### src/rtl/axi_sram_wr_bridge_pkg.sv
// axi_sram_wr_bridge_pkg: shared widths, state encodings, BRESP and burst codes for the SRAM write bridge
package axi_sram_wr_bridge_pkg;
   localparam int BUS_WIDTH  = 32;
   localparam int DATA_WIDTH = 32;
   localparam int Lawaddr    = 32;
   localparam int Lawid      = 4;
   localparam int Lwid       = 4;
   localparam int Lbid       = 4;
   localparam int Lawlen     = 4;
   localparam int Lawsize    = 3;
   localparam int Lawburst   = 2;
   localparam int Lawcache   = 4;
   localparam int Lawlock    = 2;
   localparam int Lawprot    = 3;
   localparam int Lwdata     = 32;
   localparam int Lwstrb     = 4;
   localparam int Lbresp     = 2;

   typedef enum logic [1:0] {
      S_IDLE = 2'd0,
      S_DATA = 2'd1,
      S_RESP = 2'd2
   } state_t;

   localparam logic [Lbresp-1:0]   BRESP_OKAY   = 2'b00;
   localparam logic [Lbresp-1:0]   BRESP_SLVERR = 2'b10;

   localparam logic [Lawburst-1:0] BURST_FIXED  = 2'b00;
   localparam logic [Lawburst-1:0] BURST_INCR   = 2'b01;
   localparam logic [Lawburst-1:0] BURST_WRAP   = 2'b10;
   localparam logic [Lawburst-1:0] BURST_RSVD   = 2'b11;

   // the SRAM port only supports FIXED/INCR beats no wider than the 32-bit data bus
   function automatic logic burst_bad(input logic [Lawburst-1:0] burst, input logic [Lawsize-1:0] size);
      return (burst == BURST_WRAP) || (burst == BURST_RSVD) || (size > 3'd2);
   endfunction
endpackage

### src/rtl/axi_wr_beat_gen.sv
// axi_wr_beat_gen: per-beat byte address and beat counter for one AXI write burst
module axi_wr_beat_gen
   import axi_sram_wr_bridge_pkg::*;
(
   input  logic                i_clk,
   input  logic                i_rst_n,
   input  logic                i_load,
   input  logic                i_advance,
   input  logic [Lawaddr-1:0]  i_addr,
   input  logic [Lawsize-1:0]  i_size,
   input  logic [Lawburst-1:0] i_burst,
   input  logic [Lawlen-1:0]   i_len,
   output logic [Lawaddr-1:0]  o_addr,
   output logic                o_last
);
   logic [Lawaddr-1:0]  r_addr, w_addr_nxt, w_step;
   logic [Lawlen-1:0]   r_cnt, r_len, w_cnt_nxt;
   logic [Lawsize-1:0]  r_size;
   logic [Lawburst-1:0] r_burst;
   logic                w_en;

   // load restarts at beat 0; each accepted beat steps INCR by the transfer size and leaves FIXED in place
   always_comb begin
      w_en       = i_load | i_advance;
      w_step     = (r_burst == BURST_INCR) ? (Lawaddr'(1) << r_size) : '0;
      w_addr_nxt = i_load ? i_addr : r_addr + w_step;
      w_cnt_nxt  = i_load ? '0 : r_cnt + Lawlen'(1);
      o_addr     = r_addr;
      o_last     = r_cnt == r_len;
   end

   dffre #(.W(Lawaddr)) u_addr (
      .i_clk(i_clk), .i_rst_n(i_rst_n), .i_en(w_en), .i_d(w_addr_nxt), .o_q(r_addr)
   );

   dffre #(.W(Lawlen)) u_cnt (
      .i_clk(i_clk), .i_rst_n(i_rst_n), .i_en(w_en), .i_d(w_cnt_nxt), .o_q(r_cnt)
   );

   dffre #(.W(Lawlen + Lawsize + Lawburst)) u_ctl (
      .i_clk(i_clk), .i_rst_n(i_rst_n), .i_en(i_load),
      .i_d({i_len, i_size, i_burst}), .o_q({r_len, r_size, r_burst})
   );
endmodule

### src/rtl/dffre.sv
// dffre: common flop cell with asynchronous active-low clear and load enable
module dffre #(
   parameter int W = 1
) (
   input  logic         i_clk,
   input  logic         i_rst_n,
   input  logic         i_en,
   input  logic [W-1:0] i_d,
   output logic [W-1:0] o_q
);
   // clear on reset, otherwise load only when enabled
   always_ff @(posedge i_clk or negedge i_rst_n)
      if (!i_rst_n) o_q <= '0;
      else if (i_en) o_q <= i_d;
endmodule

### src/rtl/axi_sram_wr_bridge.sv
// axi_sram_wr_bridge: single-outstanding AXI write slave driving a byte-enabled SRAM write port
module axi_sram_wr_bridge
   import axi_sram_wr_bridge_pkg::*;
(
   input  logic                    aclk,
   input  logic                    aresetn,
   output logic [BUS_WIDTH-1:0]    ram_waddr,
   output logic [DATA_WIDTH-1:0]   ram_wdata,
   output logic [DATA_WIDTH/8-1:0] ram_wen,
   input  logic [Lawaddr-1:0]      m_awaddr,
   input  logic [Lawid-1:0]        m_awid,
   input  logic [Lawlen-1:0]       m_awlen,
   input  logic [Lawsize-1:0]      m_awsize,
   input  logic [Lawburst-1:0]     m_awburst,
   input  logic [Lawcache-1:0]     m_awcache,
   input  logic [Lawlock-1:0]      m_awlock,
   input  logic [Lawprot-1:0]      m_awprot,
   input  logic                    m_awvalid,
   output logic                    m_awready,
   input  logic [Lwdata-1:0]       m_wdata,
   input  logic [Lwstrb-1:0]       m_wstrb,
   input  logic [Lwid-1:0]         m_wid,
   input  logic                    m_wlast,
   input  logic                    m_wvalid,
   output logic                    m_wready,
   output logic [Lbid-1:0]         m_bid,
   output logic [Lbresp-1:0]       m_bresp,
   output logic                    m_bvalid,
   input  logic                    m_bready
);
   logic [1:0]         r_state, w_state_nxt;
   logic [Lawid-1:0]   r_id;
   logic               r_bad, r_err, w_err_nxt;
   logic               w_aw_hs, w_w_hs, w_b_hs, w_last;
   logic [Lawaddr-1:0] w_addr;
   logic               w_unused;

   assign w_unused = ^{m_awcache, m_awlock, m_awprot};

   // handshakes from state; error restarts clean per burst and latches any wlast or wid slip
   always_comb begin
      w_aw_hs   = m_awvalid & (r_state == S_IDLE);
      w_w_hs    = m_wvalid & (r_state == S_DATA);
      w_b_hs    = m_bready & (r_state == S_RESP);
      w_err_nxt = w_aw_hs ? 1'b0 : r_err | (w_w_hs & ((m_wlast != w_last) | (m_wid != r_id)));
   end

   // burst ends on the beat count alone, never on wlast
   always_comb begin
      w_state_nxt = r_state;
      case (r_state)
         S_IDLE:  w_state_nxt = w_aw_hs ? S_DATA : S_IDLE;
         S_DATA:  w_state_nxt = (w_w_hs & w_last) ? S_RESP : S_DATA;
         S_RESP:  w_state_nxt = w_b_hs ? S_IDLE : S_RESP;
         default: w_state_nxt = S_IDLE;
      endcase
   end

   // ready/valid per state; unsupported bursts consume beats without touching the SRAM
   always_comb begin
      m_awready = r_state == S_IDLE;
      m_wready  = r_state == S_DATA;
      m_bvalid  = r_state == S_RESP;
      m_bid     = r_id;
      m_bresp   = (r_err | r_bad) ? BRESP_SLVERR : BRESP_OKAY;
      ram_waddr = w_addr;
      ram_wdata = m_wdata;
      ram_wen   = (w_w_hs & ~r_bad) ? m_wstrb : '0;
   end

   dffre #(.W(2)) u_state (
      .i_clk(aclk), .i_rst_n(aresetn), .i_en(1'b1), .i_d(w_state_nxt), .o_q(r_state)
   );

   dffre #(.W(Lawid)) u_id (
      .i_clk(aclk), .i_rst_n(aresetn), .i_en(w_aw_hs), .i_d(m_awid), .o_q(r_id)
   );

   dffre #(.W(1)) u_bad (
      .i_clk(aclk), .i_rst_n(aresetn), .i_en(w_aw_hs),
      .i_d(burst_bad(m_awburst, m_awsize)), .o_q(r_bad)
   );

   dffre #(.W(1)) u_err (
      .i_clk(aclk), .i_rst_n(aresetn), .i_en(1'b1), .i_d(w_err_nxt), .o_q(r_err)
   );

   axi_wr_beat_gen u_beat (
      .i_clk(aclk), .i_rst_n(aresetn), .i_load(w_aw_hs), .i_advance(w_w_hs),
      .i_addr(m_awaddr), .i_size(m_awsize), .i_burst(m_awburst), .i_len(m_awlen),
      .o_addr(w_addr), .o_last(w_last)
   );
endmodule

### config.mk
export PLATFORM = sky130hd
export DESIGN_NAME = axi_sram_wr_bridge
export DESIGN_NICKNAME = d
export VERILOG_FILES = /design/src/rtl/axi_sram_wr_bridge_pkg.sv /design/src/rtl/axi_wr_beat_gen.sv /design/src/rtl/dffre.sv /design/src/rtl/axi_sram_wr_bridge.sv
export SDC_FILE = /design/constraint.sdc
export NUM_CORES = 1
export LEC_CHECK = 0
export CAP_MARGIN = 20
export CORE_UTILIZATION = 41
export CTS_CLUSTER_DIAMETER = 40
export DETAILED_ROUTE_END_ITERATION = 7
export GPL_TIMING_DRIVEN = 1
export PLACE_DENSITY = 0.82
export SYNTH_ARGS = -nofsm -noshare
export SYNTH_HDL_FRONTEND = slang
export SYNTH_SLANG_ARGS = --single-unit
### constraint.sdc
create_clock -name aclk -period 3.69 [get_ports aclk]
set_input_delay 0.5535 -clock aclk [delete_from_list [all_inputs] [get_ports aclk]]
set_output_delay 0.5535 -clock aclk [all_outputs]
set_load 0.05 [all_outputs]
# After elaboration in Yosys (flattened, before gate mapping)
# Cells that the tools add are included.
dict set report op_classes {
  reduce_logical 3
  shift 1
  muxes 10
  eq_ne 8
  addsub 2
  order_cmp 1
  bitwise_logic 11
}
# cell n
set ops {}
lappend ops {{32-bit 2-to-1 mux} 2}
lappend ops {{32-bit adder} 1}
lappend ops {{1-bit by 3-bit left shift with 32-bit output (first input constant)} 1}
lappend ops {{4-bit 2-to-1 mux} 2}
lappend ops {{1-bit AND} 6}
lappend ops {{2-bit == test (second input constant)} 3}
lappend ops {{2-bit 2-to-1 mux} 3}
lappend ops {{2-bit case mux with 3 select lines} 1}
lappend ops {{4-bit by 1-bit adder with 4-bit output (second input constant)} 1}
lappend ops {{2-bit by 1-bit == test with 1-bit output (second input constant)} 2}
lappend ops {{4-bit == test} 1}
lappend ops {{4-bit != test} 1}
lappend ops {{1-bit OR} 4}
lappend ops {{3-bit by 2-bit > comparator with 1-bit output (second input constant)} 1}
lappend ops {{2-bit logical NOT} 1}
lappend ops {{1-bit logical OR} 2}
lappend ops {{1-bit 2-to-1 mux} 2}
lappend ops {{1-bit != test} 1}
lappend ops {{1-bit NOT} 1}
dict set report word_totals {
  input_bits 100
  output_inout_bits 77
  register_bits 53
}

# Depth between registers and ports, before layout
dict set report logic_depth {
  depth_word 6
  ltp_mapped 10
}

# Cells and area by module
# From an unflattened synthesis, not the netlist that was laid out.
dict set report unflattened {
  hier_cells 432
  hier_area_um2 4217.8
}
# mod instances area_each_um2 cells_each
set by_module_without_submodules {}
lappend by_module_without_submodules {axi_wr_beat_gen 1 1607.8 258}
lappend by_module_without_submodules {{dffre (u_beat.u_addr)} 1 1345.0 68}
lappend by_module_without_submodules {axi_sram_wr_bridge 1 450.4 63}
lappend by_module_without_submodules {{dffre (u_beat.u_ctl)} 1 371.6 19}
lappend by_module_without_submodules {{dffre (u_beat.u_cnt ...)} 2 145.1 8}
lappend by_module_without_submodules {{dffre (u_bad ...)} 2 40.0 2}
lappend by_module_without_submodules {{dffre (u_state)} 1 72.6 4}

# Worst setup path after synthesis
# OpenSTA, ideal clock, no wires.
dict set report synth_path {
  kind {register to output}
  start {reg u_state.o_q[1]}
  end {out ram_wen[0]}
  stages_incl_launch_ff 5
  required_ps 3137
  arrival_ps 2531
  slack_ps 606
  n_path_buf 1
  cell_sequence {dfrtp_1 and2b_1 nand2_1 clkbuf_1 nor3b_1}
}
dict set report synth_via {
  elab_chain_len 4
}
# item line
set synth_lines {}
lappend synth_lines {{from (decl)} dffre.sv:9} ;# output logic [W-1:0] o_q
lappend synth_lines {{from (signal assigned)} dffre.sv:14} ;# else if (i_en) o_q <= i_d;
lappend synth_lines {{2-bit by 1-bit == test with 1-bit output} --}
lappend synth_lines {{via m_wready} axi_sram_wr_bridge.sv:25} ;# output logic m_wready,
lappend synth_lines {{1-bit AND} axi_sram_wr_bridge.sv:43} ;# w_w_hs = m_wvalid & (r_state == S_DATA);
lappend synth_lines {{1-bit AND} axi_sram_wr_bridge.sv:68} ;# ram_wen = (w_w_hs & ~r_bad) ? m_wstrb : '0;
lappend synth_lines {{4-bit 2-to-1 mux} axi_sram_wr_bridge.sv:68}
lappend synth_lines {{to (decl)} axi_sram_wr_bridge.sv:9} ;# output logic [DATA_WIDTH/8-1:0] ram_wen,
# The timed path passes the listed nets, and every way through them passes these cells.

# Final worst setup path
dict set report layout_path {
  start {reg u_beat.u_ctl.o_q[4]}
  end {reg u_beat.u_addr.o_q[30]}
}
dict set report layout_via {
  elab_chain_len 4
}
# item line
set layout_lines {}
lappend layout_lines {{from (decl)} dffre.sv:9}
lappend layout_lines {{from (signal assigned)} dffre.sv:14}
lappend layout_lines {{1-bit by 3-bit left shift with 32-bit output} axi_wr_beat_gen.sv:25} ;# w_step = (r_burst == BURST_INCR) ? (Lawaddr'(1) << r_size) : '0;
lappend layout_lines {{32-bit 2-to-1 mux} axi_wr_beat_gen.sv:25}
lappend layout_lines {{32-bit adder} axi_wr_beat_gen.sv:26} ;# w_addr_nxt = i_load ? i_addr : r_addr + w_step;
lappend layout_lines {{32-bit 2-to-1 mux} axi_wr_beat_gen.sv:26}
lappend layout_lines {{to (signal assigned)} dffre.sv:14}
lappend layout_lines {{to (decl)} dffre.sv:9}
# No other way between the ends.
# A chain may end at the register's enable or synchronous reset.

==> run summary <==
outcome = completed
combinational share of power = 59.5%
area growth from synthesis to layout = 28.2%
core area = 8180 sq um
worst hold slack = 336 ps
CTS sink cnt = 53
leakage power = 1.84 nW
Finished Core Util = 54.1%
final wirelength = 8.55 mm
Slew Limit Fails = 0
CTS hold repair buffers = 0
largest net degree at the start of global routing = 37
CP Cell Sequence = or3b_2 > nor2_1 > ha_1 > a21o_1 > a221oi_4 > a21o_1 > mux2i_1 > or3b_1
HPWL reported at the end of detailed placement = 6.35 mm
first-pass GRT wire length = 14.3 mm
slew of the pin with the lowest slew margin = 824 ps
period utilization = 82.9%
antenna violations before repair = 0
Peak Freq = 0.327 GHz
Worst EP required = 3870 ps
total gr overflow = 0
Final nets = 577
Clk pwr share = 9.6%
Final min period = 3060 ps
routed vias = 3071
via/cell ratio = 5.36
Die H = 93.8 um
Setup Fix Bufs, Post-CTS = 0
Initial Util = 42.2%
Layout Skew = 10.6 ps
top cells by area, synth = dfrtp_1 38%, nand2_1 8.3%, buf_4 7.2%
area of the mapped netlist = 3450 sq um
Slew HR = 45.1%
final setup violation count = 0
area share of the largest cell type after synthesis = 38.4%
clock slew at reported path FFs = 100 ps
Worst Setup Start Kind = flop
final setup TNS = 0 ps
dpl cells = 565
H-Tree Depth = 2
drt pass-1 iters = 4
DRT iter0 DRCs = 147
most frequent cells in the layout = 101 x clkdlybuf4s50_1, 75 x nand2_1, 53 x dfrtp_1
most common cell after layout, fill and taps aside = clkdlybuf4s50_1
Clock Path Buffers = 2
GP Congestion = 0.851
Sw Pwr = 0.00194 W
asr flop ratio synth = 100%
Synth Area per Inst = 8.59 sq um
Setup crit end kind = flop
die area = 8790 sq um
Netlist cell types = 55
Slowest-stage cell, CP = or3b_2
sequential cell area fraction in the yosys report = 38.4%
IO Port Bufs = 102
Hold/Removal Path Class = in2async
n_diodes = 0
Clk Latency, worst-skew pair = 300 ps
Inserted Clock Buffers = 5
FF+latch count, synth = 53
fin cells = 573
Peak VDD IR = 0.000381 V
Die X-Extent = 93.8 um
EDFF count, synth = 0
post_cts resized = 0
max_cap viols = 0
Yosys warning count = 0
I/O pin total = 177
total power = 0.00378 W
Max FO, Critical Path = 11
Final Hold Fails = 0
layout cells sized above 1 = 5.56%
switch share = 51.3%
unrepaired setup endpoints after global routing = false
part of the power in registers = 30.9%
PwrDens = 855 nW/um^2
row count = 33
clock root cell = clkbuf_8
DRC violations left = 0
Synth area leader = dfrtp_1
WL/cell = 14.9 um
Top FF cell, synth = dfrtp_1
gr usage total = 20.6%
crit path DAT = 3240 ps
cell-internal power = 0.00184 W
vias in the first global route = 3136
most used cell, CP = a21o_1
Synthesized Nets = 512
cell count after synthesis = 402
Post-DRT Antenna Nets = 0
slowest cell delay on critical path = 520 ps
CTS tree = built
kind of critical path = reg2reg
[per-stage QoR]
step                      instance area [sq um]  setup slack [ps]
after detailed placement                   4320               673
after CTS                                  4420               648
after global routing                       4420               496
final                                      4420               632
after floorplan                            3450               606
after global placement                     4320               736
[cells in the mapped netlist, types with 4 or more instances]
master    instances
nand2_1          76
buf_4            33
o31ai_1           8
ha_1              9
nand4_1           9
dfrtp_1          53
o21ai_0          16
clkbuf_1         13
inv_1             5
or4_1             9
or3_1             4
xnor2_1          16
nor2_1           39
a21oi_1          17
nor3b_1           5
a31oi_1          17
o211ai_1          4
xor2_1            9
nand3_1           6
a21o_1            5
[power groups by stage]
stage | combinational, W | clock [W] | sequential, W
2_1_floorplan | 0.00102 | 0 | 0.00175
3_3_place_gp | 0.00221 | 0 | 0.00116
3_5_place_dp | 0.00226 | 0 | 0.00117
4_1_cts | 0.00226 | 0.000372 | 0.00116
5_1_grt | 0.00242 | 0.000399 | 0.00122
6_report | 0.00225 | 0.000364 | 0.00117
[worst max-delay path, delay by kind of cell, from the launching register on]
family          cells  cell delay (ps)
simple gates        3             1040
mux                 1              130
compound gates      3             1080
fa+ha+maj           1              280
flops               1              410
[final cells by class]
class                      count  area [sq um]
fill                         750          3750
multi-input combinational    294          1790
sequential                    53          1330
timing repair buffer         108          1060
tap                          105           131
clock buffer                   7          96.3
inverter                       5          18.8
clock inverter                 1          5.00
[flip-flops by register name, indices dropped and copies added, names as in the netlist]
signal and count:
u_bad.o_q 1, u_beat.u_addr.o_q 32, u_beat.u_cnt.o_q 4, u_beat.u_ctl.o_q 9, u_err.o_q 1, u_id.o_q 4, u_state.o_q 2
[routing by layer]
layer | global-route usage [%] | vias up | part of all wire (%) | wire length (um)
li1 | - | 1503 | - | -
met1 | 25.1 | 1448 | 43 | 3660
met2 | 35.1 | 106 | 50 | 4250
met3 | 4.61 | 14 | 5.9 | 502
met4 | 8.08 | 0 | 1.6 | 137
met5 | 0 | - | 0 | 0
[cells by family after synthesis]
group	count (synthesis)	share of synthesized area (%)
compound gates	84	16.8
xor+xnor	25	6.34
fa+ha+maj	10	3.84
buf+inv	55	10.1
flops	53	38.4
mux	2	0.580
other cells	1	0.109
simple gates	172	23.8
[worst paths after layout]
check                                               endpoint  depth (start not counted)                            start  slack (ps)
hold / removal             u_beat.u_addr.o_q[22]$_DFFE_PN0P_                          1                          aresetn         340
min in group aclk            u_beat.u_ctl.o_q[1]$_DFFE_PN0P_                          2  u_beat.u_ctl.o_q[1]$_DFFE_PN0P_         500
setup reg to reg           u_beat.u_addr.o_q[30]$_DFFE_PN0P_                          8  u_beat.u_ctl.o_q[4]$_DFFE_PN0P_         630
max in group asynchronous  u_beat.u_addr.o_q[28]$_DFFE_PN0P_                          2                          aresetn        2570
hold reg to reg              u_beat.u_ctl.o_q[1]$_DFFE_PN0P_                          2  u_beat.u_ctl.o_q[1]$_DFFE_PN0P_         500
setup / recovery           u_beat.u_addr.o_q[30]$_DFFE_PN0P_                          8  u_beat.u_ctl.o_q[4]$_DFFE_PN0P_         630
(Power assumes the default switching activity.)
